`src/rtl/riscv_pkg.sv`:
```
// Shared RV32I decode constants and the ALU-op one-hot type used by the ID stage.
package riscv_pkg;

    localparam logic [6:0] OP_R = 7'b0110011;
    localparam logic [6:0] OP_I = 7'b0010011;

    localparam logic [2:0] F3_ADD = 3'b000;
    localparam logic [2:0] F3_XOR = 3'b100;
    localparam logic [2:0] F3_OR  = 3'b110;
    localparam logic [2:0] F3_AND = 3'b111;

    localparam logic [6:0] F7_BASE = 7'b0000000;
    localparam logic [6:0] F7_SUB  = 7'b0100000;

    typedef struct packed {
        logic add;
        logic sub;
        logic xor_;
        logic or_;
        logic and_;
    } alu_ops_t;

    localparam alu_ops_t OPS_NONE = 5'b00000;
    localparam alu_ops_t OPS_ADD  = 5'b10000;
    localparam alu_ops_t OPS_SUB  = 5'b01000;
    localparam alu_ops_t OPS_XOR  = 5'b00100;
    localparam alu_ops_t OPS_OR   = 5'b00010;
    localparam alu_ops_t OPS_AND  = 5'b00001;

    // Field values of the canonical NOP, addi x0,x0,0.
    localparam logic [4:0] NOP_RD          = 5'd0;
    localparam logic       NOP_WB_EN       = 1'b1;
    localparam logic       NOP_ALU_RS2_REG = 1'b0;
    localparam alu_ops_t   NOP_OPS         = OPS_ADD;

endpackage

```
`src/rtl/id_stage_regfile.sv`:
```
// 2R1W register file: combinational reads with write-through, synchronous write, x0 reads as zero.
module regfile #(
    parameter int XLEN  = 32,
    parameter int NREGS = 32,
    parameter int AW    = $clog2(NREGS)
) (
    input  logic            clk,
    input  logic            rst,
    input  logic            we_i,
    input  logic [AW-1:0]   waddr_i,
    input  logic [XLEN-1:0] wdata_i,
    input  logic [AW-1:0]   raddr1_i,
    input  logic [AW-1:0]   raddr2_i,
    output logic [XLEN-1:0] rdata1_o,
    output logic [XLEN-1:0] rdata2_o
);

    logic [XLEN-1:0] mem_q [NREGS];

    // NOTE: the architectural state must come up zeroed, so this array is reset
    // explicitly (it maps to flops, not a RAM macro); state updates use <= only.
    always_ff @(posedge clk) begin
        if (rst) begin
            for (int i = 0; i < NREGS; i++) mem_q[i] <= '0;
        end else if (we_i && waddr_i != '0) begin
            mem_q[waddr_i] <= wdata_i;
        end
    end

    assign rdata1_o = (raddr1_i == '0)                  ? '0      :
                      (we_i && waddr_i == raddr1_i)     ? wdata_i : mem_q[raddr1_i];
    assign rdata2_o = (raddr2_i == '0)                  ? '0      :
                      (we_i && waddr_i == raddr2_i)     ? wdata_i : mem_q[raddr2_i];

endmodule

```
`src/rtl/id_stage.sv`:
```
// RV32I decode stage feeding the ID/EX register; combinational decode plus ALU-loopback tracker.
// Define ID_ILLEGAL_CNT_EN to add the saturating illegal_count output.
module id_stage
    import riscv_pkg::*;
#(
    parameter int XLEN  = 32,
    parameter int NREGS = 32
) (
    input  logic            clk,
    input  logic            rst,
    input  logic [31:0]     instr_in,
    input  logic            instr_valid,
    input  logic            wb_en,
    input  logic [4:0]      wb_addr,
    input  logic [XLEN-1:0] wb_data,
    output logic [4:0]      rd_addr,
    output logic [XLEN-1:0] rs1,
    output logic [XLEN-1:0] rs2,
    output logic            writeback_en,
    output logic            alu_rs2_reg,
    output logic [XLEN-1:0] imm,
    output logic            add_en,
    output logic            sub_en,
    output logic            xor_en,
    output logic            or_en,
    output logic            and_en,
`ifdef ID_ILLEGAL_CNT_EN
    output logic [31:0]     illegal_count,
`endif
    output logic            rs1_alu_loopback,
    output logic            rs2_alu_loopback
);

    logic [6:0] opcode, funct7;
    logic [2:0] funct3;
    logic [4:0] rd_f, rs1_f, rs2_f;

    assign opcode = instr_in[6:0];
    assign rd_f   = instr_in[11:7];
    assign funct3 = instr_in[14:12];
    assign rs1_f  = instr_in[19:15];
    assign rs2_f  = instr_in[24:20];
    assign funct7 = instr_in[31:25];

    logic [XLEN-1:0] rf_rdata1, rf_rdata2;

    regfile #(.XLEN(XLEN), .NREGS(NREGS)) u_regfile (
        .clk      (clk),
        .rst      (rst),
        .we_i     (wb_en),
        .waddr_i  (wb_addr),
        .wdata_i  (wb_data),
        .raddr1_i (rs1_f),
        .raddr2_i (rs2_f),
        .rdata1_o (rf_rdata1),
        .rdata2_o (rf_rdata2)
    );

    logic     supported, is_r, dec_valid;
    alu_ops_t ops;

    // NOTE: every signal gets a default before the case so no path infers a latch.
    always_comb begin
        supported = 1'b0;
        is_r      = 1'b0;
        ops       = OPS_NONE;
        case (opcode)
            OP_R: begin
                is_r = 1'b1;
                if (funct7 == F7_BASE) begin
                    supported = 1'b1;
                    case (funct3)
                        F3_ADD:  ops = OPS_ADD;
                        F3_XOR:  ops = OPS_XOR;
                        F3_OR:   ops = OPS_OR;
                        F3_AND:  ops = OPS_AND;
                        default: supported = 1'b0;
                    endcase
                end else if (funct7 == F7_SUB && funct3 == F3_ADD) begin
                    supported = 1'b1;
                    ops       = OPS_SUB;
                end
            end
            OP_I: begin
                supported = 1'b1;
                case (funct3)
                    F3_ADD:  ops = OPS_ADD;
                    F3_XOR:  ops = OPS_XOR;
                    F3_OR:   ops = OPS_OR;
                    F3_AND:  ops = OPS_AND;
                    default: supported = 1'b0;
                endcase
            end
            default: ;
        endcase
    end

    assign dec_valid = instr_valid && !rst && supported;

    logic [4:0] prev_rd_q, prev_rd_d;
    logic       prev_wb_q, prev_wb_d;

    always_comb begin
        rd_addr          = NOP_RD;
        rs1              = '0;
        rs2              = '0;
        imm              = '0;
        writeback_en     = NOP_WB_EN;
        alu_rs2_reg      = NOP_ALU_RS2_REG;
        {add_en, sub_en, xor_en, or_en, and_en} = NOP_OPS;
        rs1_alu_loopback = 1'b0;
        rs2_alu_loopback = 1'b0;
        if (dec_valid) begin
            rd_addr          = rd_f;
            rs1              = rf_rdata1;
            rs2              = is_r ? rf_rdata2 : '0;
            imm              = is_r ? '0 : {{(XLEN-12){instr_in[31]}}, instr_in[31:20]};
            writeback_en     = 1'b1;
            alu_rs2_reg      = is_r;
            {add_en, sub_en, xor_en, or_en, and_en} = ops;
            rs1_alu_loopback = prev_wb_q && prev_rd_q == rs1_f && rs1_f != '0;
            rs2_alu_loopback = is_r && prev_wb_q && prev_rd_q == rs2_f && rs2_f != '0;
        end
    end

    // Only a real decoded writer to a nonzero rd can be forwarded from the ALU next cycle.
    assign prev_wb_d = dec_valid && writeback_en && rd_addr != '0;
    assign prev_rd_d = rd_addr;

    always_ff @(posedge clk) begin
        if (rst) begin
            prev_wb_q <= 1'b0;
            prev_rd_q <= '0;
        end else begin
            prev_wb_q <= prev_wb_d;
            prev_rd_q <= prev_rd_d;
        end
    end

`ifdef ID_ILLEGAL_CNT_EN
    logic [31:0] illegal_cnt_q;

    always_ff @(posedge clk) begin
        if (rst) begin
            illegal_cnt_q <= '0;
        end else if (instr_valid && !supported && illegal_cnt_q != '1) begin
            illegal_cnt_q <= illegal_cnt_q + 32'd1;
        end
    end

    assign illegal_count = illegal_cnt_q;
`endif

endmodule

```
`config.mk`:
```
export PLATFORM = sky130hd
export DESIGN_NAME = id_stage
export DESIGN_NICKNAME = d
export VERILOG_FILES = /design/src/rtl/riscv_pkg.sv /design/src/rtl/id_stage_regfile.sv /design/src/rtl/id_stage.sv
export SDC_FILE = /design/constraint.sdc
export NUM_CORES = 2
export LEC_CHECK = 0
export CAP_MARGIN = 20
export CORE_AREA = 2 2 356 358
export CTS_BUF_LIST = sky130_fd_sc_hd__clkbuf_4 sky130_fd_sc_hd__clkbuf_8 sky130_fd_sc_hd__clkbuf_16
export DETAILED_ROUTE_END_ITERATION = 8
export DIE_AREA = 0 0 358 360
export HOLD_SLACK_MARGIN = 0.15
export PLACE_DENSITY = 0.66
export SLEW_MARGIN = 20
export SYNTH_ARGS = -nofsm -noshare
export SYNTH_HDL_FRONTEND = slang
export SYNTH_SLANG_ARGS = --single-unit
```
`constraint.sdc`:
```
create_clock -name clk -period 3.42 [get_ports clk]
set_input_delay 0.855 -clock clk [delete_from_list [all_inputs] [get_ports clk]]
set_output_delay 0.855 -clock clk [all_outputs]
set_load 0.1 [all_outputs]
```
# Yosys cells after proc, flatten, opt, wreduce, memory -nomap -nowiden
# Memory sizes are Yosys's and may differ from the RTL's.
# Cells that the tools add are included.
# op_classes
n_eq_ne	10
n_mux	35
reduce_logical	23
# ops
operator	count
32-bit 2-to-1 mux	10
32-bit OR reduction	1
5-bit equality test	4
5-bit one-hot mux with 4 select lines	1
5-bit nonzero test	4
1-bit 2-to-1 mux	18
5-bit 2-to-1 mux	3
7-bit by 6-bit equality test with 1-bit output (second input constant)	2
1-bit logical AND	12
5-bit zero test	2
5-bit one-hot mux with 2 select lines	1
3-bit equality test (second input constant)	3
7-bit by 5-bit equality test with 1-bit output (second input constant)	1
7-bit zero test	1
4-bit 2-to-1 mux	1
4-bit OR reduction	1
3-bit zero test	1
1-bit one-hot mux with 2 select lines	1
1-bit zero test	1
# word_totals
mem_bits_rw	1024
regBits	6
mem_count	1
elab_cells	71
out_inout_bits	110
in_bits	73
# memory_table
memory	depth	word_bits	read_ports	rd_ports_with_merged_regs	write_ports	line_no	rtl
u_regfile.mem_q	32	32	2	0	32	id_stage_regfile.sv:18	logic [XLEN-1:0] mem_q [NREGS];

# Depth between registers and ports, before layout
# logic_depth
word_depth	9
depth_mapped	9
depth_no_buf	5

# Cells and area by module
# A second synthesis with hierarchy kept.
# hier_totals
cells_unflattened	4022
hier_area_um2	56460.4
# modules_own_cells
mod	area_each_um2	cells_each	n_inst	seq_area_each_um2
regfile	55061.6	3802	1	30749.5
id_stage	1398.8	220	1	120.1

# Worst setup path before layout
# Ideal clock, no wire load.
# synth_path
path_kind	input-to-output
from	in instr_in[27]
to	out xor_en
arrival_time_ps	4921
setup_slack_ps	-2356
n_path_buf	0
required_ps	2565
cell_stages	5
path_cell_list	or4_4 -> nor4_4 -> a32o_1 -> nand2_1 -> nor4_1
# synth_via
elab_chain_cells	7
elab_cells_between_ends	10
classes_between	1 x eq/ne; 6 x mux; 3 x reduce/logical
# synth_rtl
element	line_no	rtl
from (decl)	id_stage.sv:11	input logic [31:0] instr_in,
7-bit by 6-bit equality test with 1-bit output	id_stage.sv:79	end else if (funct7 == F7_SUB && funct3 == F3_ADD) begin
1-bit logical AND	id_stage.sv:79	
1-bit 2-to-1 mux	id_stage.sv:79	
1-bit 2-to-1 mux	id_stage.sv:70	if (funct7 == F7_BASE) begin
1-bit one-hot mux with 2 select lines	id_stage.sv:67	case (opcode)
1-bit logical AND	id_stage.sv:98	assign dec_valid = instr_valid && !rst && supported;
1-bit 2-to-1 mux (*)	id_stage.sv:113	if (dec_valid) begin
to (decl)	id_stage.sv:24	output logic xor_en,
# Every way passes the cells marked *; elsewhere a longest branch is shown, timed or not.

# Final worst setup path
# layout_path
from	in instr_in[23]
to	out rs2[10]
# layout_via
elab_chain_cells	6
elab_cells_between_ends	8
classes_between	1 x eq/ne; 4 x mux; 2 x reduce/logical; 1 x memory
# layout_rtl
element	line_no	rtl
branches (longest 3 deep; another with memory 32 x 32 bit)	n/a	
32-bit 2-to-1 mux (*)	id_stage_regfile.sv:32	assign rdata2_o = (raddr2_i == '0) ? '0 :
32-bit 2-to-1 mux (*)	id_stage.sv:116	rs2 = is_r ? rf_rdata2 : '0;
32-bit 2-to-1 mux (*)	id_stage.sv:113	
to (decl)	id_stage.sv:18	output logic [XLEN-1:0] rs2,
# Mark *: on every way between the ends.

==> run_summary.xml <==
<?xml version="1.0" encoding="UTF-8"?>
<metrics>
  <group name="run_status">
    <metric name="outcome" unit="">finished with violations</metric>
    <metric name="failed_checks" unit="">negative setup slack</metric>
  </group>
  <group name="timing">
    <metric name="final_min_period_over_clock_period" unit="%">119</metric>
    <metric name="hold_viol_final" unit="">0</metric>
    <metric name="final-max-slew-violation-count" unit="">0</metric>
    <metric name="slew_headroom" unit="%">19.8</metric>
    <metric name="setup_violating_endpoint_count_in_the_final_report" unit="">108</metric>
    <metric name="fin_hold_ws" unit="ps">825</metric>
    <metric name="grt_setup_unrepaired" unit="">yes</metric>
    <metric name="worstMarginPinSlew" unit="ps">1200</metric>
    <metric name="postLayoutSetupSlackWorst" unit="ps">-664</metric>
    <metric name="max_freq" unit="MHz">245</metric>
    <metric name="finalCriticalPeriod" unit="ps">4080</metric>
  </group>
  <group name="place">
    <metric name="place.detailed.hpwl" unit="mm">140</metric>
    <metric name="place_congestion" unit="">0.927</metric>
    <metric name="place.detailed.instances" unit="">5784</metric>
    <metric name="numPortBuffers" unit="">181</metric>
  </group>
  <group name="power">
    <metric name="leakage" unit="nW">25.8</metric>
    <metric name="powerDensity" unit="nW/µm²">451</metric>
    <metric name="ir_drop" unit="V">0.000503</metric>
  </group>
  <group name="flow_run">
    <metric name="timing.max_cap.violations" unit="">0</metric>
  </group>
  <group name="cells_and_area">
    <metric name="area_delta_synth_final" unit="%">28.2</metric>
    <metric name="total_nets_final" unit="">4388</metric>
    <metric name="final_layout_size_suffix_gt1_share" unit="%">36.9</metric>
    <metric name="instances_no_fill" unit="">6065</metric>
    <metric name="num-fill-cells" unit="">9565</metric>
  </group>
  <group name="clock_network">
    <metric name="clock_root_buffer_master" unit="">sky130_fd_sc_hd__clkbuf_16</metric>
    <metric name="cts_buffers" unit="">112</metric>
    <metric name="tritoncts_clock_tree" unit="">built</metric>
    <metric name="cts-root-to-sink-buffers" unit="">3</metric>
    <metric name="cts.htree.levels" unit="">3</metric>
    <metric name="clkTransAtPathRegs" unit="ps">60</metric>
    <metric name="clock_sinks" unit="">1030</metric>
  </group>
  <group name="synthesis">
    <metric name="post-synth-top-area-fraction" unit="%">55.1</metric>
    <metric name="post_synth_instance_area" unit="µm²">55800</metric>
    <metric name="yosys_warnings" unit="">0</metric>
    <metric name="synth_area_leader_cell" unit="">sky130_fd_sc_hd__edfxtp_1</metric>
    <metric name="yosys_register_bits" unit="">1030</metric>
    <metric name="synthDistinctLibCells" unit="">55</metric>
    <metric name="asyncSetResetFlopFracSynth" unit="%">0</metric>
    <metric name="per_instance_average_area_after_synthesis" unit="µm²">14.6</metric>
    <metric name="synthesis.instances" unit="">3812</metric>
    <metric name="synth_edf_count" unit="">1024</metric>
    <metric name="yosys-top-cells-area" unit="">sky130_fd_sc_hd__edfxtp_1, sky130_fd_sc_hd__mux4_2, sky130_fd_sc_hd__and2_1</metric>
    <metric name="yosysSeqAreaShare" unit="%">55.3</metric>
    <metric name="ys_dominant_reg_cell" unit="">sky130_fd_sc_hd__edfxtp_1</metric>
  </group>
  <group name="hold_path">
    <metric name="whs_endpoint" unit="">prev_rd_q[2]</metric>
    <metric name="min_delay_path_depth" unit="">2</metric>
    <metric name="hold_path_startpoint" unit="">instr_in[9]</metric>
    <metric name="worstHoldPathType" unit="">input port to flip-flop</metric>
  </group>
  <group name="floorplan">
    <metric name="design.die.area" unit="µm²">129000</metric>
    <metric name="die_width" unit="µm">358</metric>
    <metric name="fp.coreArea" unit="µm²">125000</metric>
    <metric name="core.rowCount" unit="">130</metric>
    <metric name="io-pin-count" unit="">183</metric>
    <metric name="floorplan.initialDensity" unit="%">44.7</metric>
    <metric name="dieHeight" unit="µm">360</metric>
  </group>
  <group name="drt">
    <metric name="postRouteWirelength" unit="mm">222</metric>
    <metric name="antenna_left" unit="">0</metric>
    <metric name="drtPass1Iterations" unit="">6</metric>
    <metric name="drt-initial-drc-count" unit="">7048</metric>
    <metric name="vias_per_cell" unit="">6.61</metric>
    <metric name="dr_total_vias" unit="">40100</metric>
    <metric name="drt-wirelength-per-cell" unit="µm">36.6</metric>
    <metric name="drc" unit="">0</metric>
  </group>
  <group name="worst_setup_path">
    <metric name="critical_path_required" unit="ps">2560</metric>
    <metric name="worstSetupPathType" unit="">input port to output pin</metric>
    <metric name="crit_path_max_fanout" unit="">14</metric>
    <metric name="setup.worst_path.end_class" unit="">output pin</metric>
    <metric name="worstPathArrival" unit="ps">3230</metric>
    <metric name="critical_path_launch_point_type" unit="">input port</metric>
  </group>
  <group name="global_route">
    <metric name="groute.usage.overall" unit="%">34.3</metric>
    <metric name="wire_length_of_the_first_global_routing_pass" unit="mm">306</metric>
    <metric name="first_global_vias" unit="">40000</metric>
    <metric name="grt_overflow" unit="">0</metric>
    <metric name="grt_start_max_net_pins" unit="">42</metric>
    <metric name="initial_antenna_violation_count" unit="">26</metric>
  </group>
</metrics>
metrics by stage:
step                setup slack [ps]  utilization (%)  cell area (µm²)  TNS (ps)  power (mW)
floorplan                       -634                -            57000    -37430        17.3
global placement               -1080             52.7            65900    -87070        19.3
detailed placement             -1070             52.7            65900    -87570        19.4
CTS                             -637             57.2            71400    -57850        32.1
global route                    -701             57.2            71500    -67330        32.9
finish                          -664             57.2            71500    -59130        32.2
cell usage in the layout, fill, tap and decap left out, types with 7 or more instances in the layout:
| cell | synthesis | final |
|---|---|---|
| sky130_fd_sc_hd__a2111oi_2 | 0 | 7 |
| sky130_fd_sc_hd__a2111oi_4 | 0 | 23 |
| sky130_fd_sc_hd__a211oi_1 | 22 | 22 |
| sky130_fd_sc_hd__a21oi_1 | 22 | 21 |
| sky130_fd_sc_hd__a221oi_1 | 15 | 14 |
| sky130_fd_sc_hd__a22o_4 | 0 | 7 |
| sky130_fd_sc_hd__a22oi_1 | 73 | 67 |
| sky130_fd_sc_hd__a32o_2 | 0 | 20 |
| sky130_fd_sc_hd__and2_1 | 1007 | 993 |
| sky130_fd_sc_hd__and2_4 | 0 | 11 |
| sky130_fd_sc_hd__and3_4 | 0 | 9 |
| sky130_fd_sc_hd__buf_12 | 0 | 262 |
| sky130_fd_sc_hd__buf_16 | 0 | 17 |
| sky130_fd_sc_hd__buf_4 | 32 | 416 |
| sky130_fd_sc_hd__buf_6 | 3 | 26 |
| sky130_fd_sc_hd__bufinv_16 | 0 | 18 |
| sky130_fd_sc_hd__clkbuf_16 | 0 | 113 |
| sky130_fd_sc_hd__clkdlybuf4s50_1 | 0 | 47 |
| sky130_fd_sc_hd__clkinv_1 | 0 | 23 |
| sky130_fd_sc_hd__clkinv_2 | 0 | 33 |
| sky130_fd_sc_hd__clkinvlp_4 | 0 | 8 |
| sky130_fd_sc_hd__conb_1 | 2 | 33 |
| sky130_fd_sc_hd__dlygate4sd2_1 | 0 | 7 |
| sky130_fd_sc_hd__edfxtp_1 | 1024 | 1024 |
| sky130_fd_sc_hd__mux2_2 | 14 | 14 |
| sky130_fd_sc_hd__mux2i_1 | 194 | 192 |
| sky130_fd_sc_hd__mux4_2 | 463 | 463 |
| sky130_fd_sc_hd__nand2_1 | 53 | 52 |
| sky130_fd_sc_hd__nand2b_1 | 22 | 21 |
| sky130_fd_sc_hd__nand3_1 | 16 | 15 |
| sky130_fd_sc_hd__nand3b_1 | 9 | 9 |
| sky130_fd_sc_hd__nor2_1 | 129 | 97 |
| sky130_fd_sc_hd__nor2_4 | 0 | 32 |
| sky130_fd_sc_hd__nor3_4 | 0 | 35 |
| sky130_fd_sc_hd__o211ai_1 | 19 | 19 |
| sky130_fd_sc_hd__o21ai_1 | 30 | 26 |
| sky130_fd_sc_hd__o221ai_1 | 24 | 24 |
| sky130_fd_sc_hd__o22ai_1 | 22 | 22 |
| sky130_fd_sc_hd__or2_2 | 33 | 32 |
| sky130_fd_sc_hd__xor2_1 | 16 | 14 |
Yosys cell counts, types with 4 or more instances:
master                      count
sky130_fd_sc_hd__edfxtp_1    1024
sky130_fd_sc_hd__and2_1      1007
sky130_fd_sc_hd__mux4_2       463
sky130_fd_sc_hd__clkbuf_1     295
sky130_fd_sc_hd__mux2i_1      194
sky130_fd_sc_hd__nor2_1       129
sky130_fd_sc_hd__buf_2         85
sky130_fd_sc_hd__a22oi_1       73
sky130_fd_sc_hd__nand2_1       53
sky130_fd_sc_hd__nor3_1        36
sky130_fd_sc_hd__or2_2         33
sky130_fd_sc_hd__buf_4         32
sky130_fd_sc_hd__a2111oi_0     31
sky130_fd_sc_hd__o21ai_1       30
sky130_fd_sc_hd__a32o_1        26
sky130_fd_sc_hd__o221ai_1      24
sky130_fd_sc_hd__a211oi_1      22
sky130_fd_sc_hd__a21oi_1       22
sky130_fd_sc_hd__nand2b_1      22
sky130_fd_sc_hd__o22ai_1       22
sky130_fd_sc_hd__buf_1         21
sky130_fd_sc_hd__o211ai_1      19
sky130_fd_sc_hd__and3_1        16
sky130_fd_sc_hd__nand3_1       16
sky130_fd_sc_hd__xor2_1        16
sky130_fd_sc_hd__a221oi_1      15
sky130_fd_sc_hd__mux2_2        14
sky130_fd_sc_hd__nand3b_1       9
sky130_fd_sc_hd__a22o_1         7
sky130_fd_sc_hd__nor2b_1        7
sky130_fd_sc_hd__dfxtp_1        6
sky130_fd_sc_hd__nor4_1         5
sky130_fd_sc_hd__a221o_1        4
sky130_fd_sc_hd__xnor2_1        4
cells by family (layout without fill, tap and decap cells):
family	count (synthesis)	after routing	synth area share [%]
simple gates	1351	1351	14.4
xor+xnor	20	20	0.314
other cells	2	38	0.0135
flops	1030	1030	55.3
buf+inv	436	1003	3.38
compound gates	302	302	4.14
mux	671	671	22.5
per-layer routing:
metal  GRT usage, %  vias up  share of wire, %
met5              0        -             0.043
met4           18.2       14               6.4
met3           11.9      774                15
met2           51.6     3402                45
met1           43.7    20300                34
li1               -    15600                 -
worst max path at each step:
stage | from | endpoint | slack, ps
2_1_floorplan | instr_in[27] | add_en | -630
5_1_grt | instr_in[29] | rs2[0] | -700
3_5_place_dp | instr_in[15] | rs1[7] | -1070
4_1_cts | instr_in[29] | rs2[30] | -640
6_report | instr_in[23] | rs2[10] | -660
3_3_place_gp | instr_in[16] | rs1[28] | -1080
area by class of cell:
cell class	count	area [µm²]	area share, %
Antenna cell	5	12.5	0.0175
Sequential cell	1030	30900	43.2
Clock buffer	118	2850	3.98
Tap cell	1650	2060	2.89
Clock inverter	91	965	1.35
Multi-Input combinational cell	2377	24700	34.6
Timing Repair Buffer	794	10000	14.0
sequential cells by signal, summed over array words and instances, names as in the netlist:
name / flops
prev_rd_q: 5
prev_wb_q: 1
u_regfile.mem_q: 1024
what timing repair did:
| item | CTS | global route |
|---|---|---|
| hold buffers | 0 | 0 |
| cloned | 15 | 1 |
| setup buffers | 51 | 5 |
| endpoints found under the hold margin | 0 | 0 |
| pin swaps | 41 | 17 |
| resized for setup | 172 | 12 |
| endpoints found under the setup margin | 109 | 108 |
power by group:
part	leakage, nW	internal (mW)	switching (mW)	total [mW]
Clock	1.88	7.39	5.32	12.7
Sequential	9.80	14.6	0.371	14.9
Combinational	14.1	2.09	2.50	4.59
worst max-delay path, cell delays in order:
cell	delay (ps)
sky130_fd_sc_hd__buf_2	160
sky130_fd_sc_hd__buf_4	190
sky130_fd_sc_hd__nor2_4	910
sky130_fd_sc_hd__buf_4	350
sky130_fd_sc_hd__buf_4	140
sky130_fd_sc_hd__a211oi_1	50
sky130_fd_sc_hd__nand2_1	140
sky130_fd_sc_hd__a32o_4	240
sky130_fd_sc_hd__buf_12	170
Note: power is estimated with default switching activity, not from simulation.
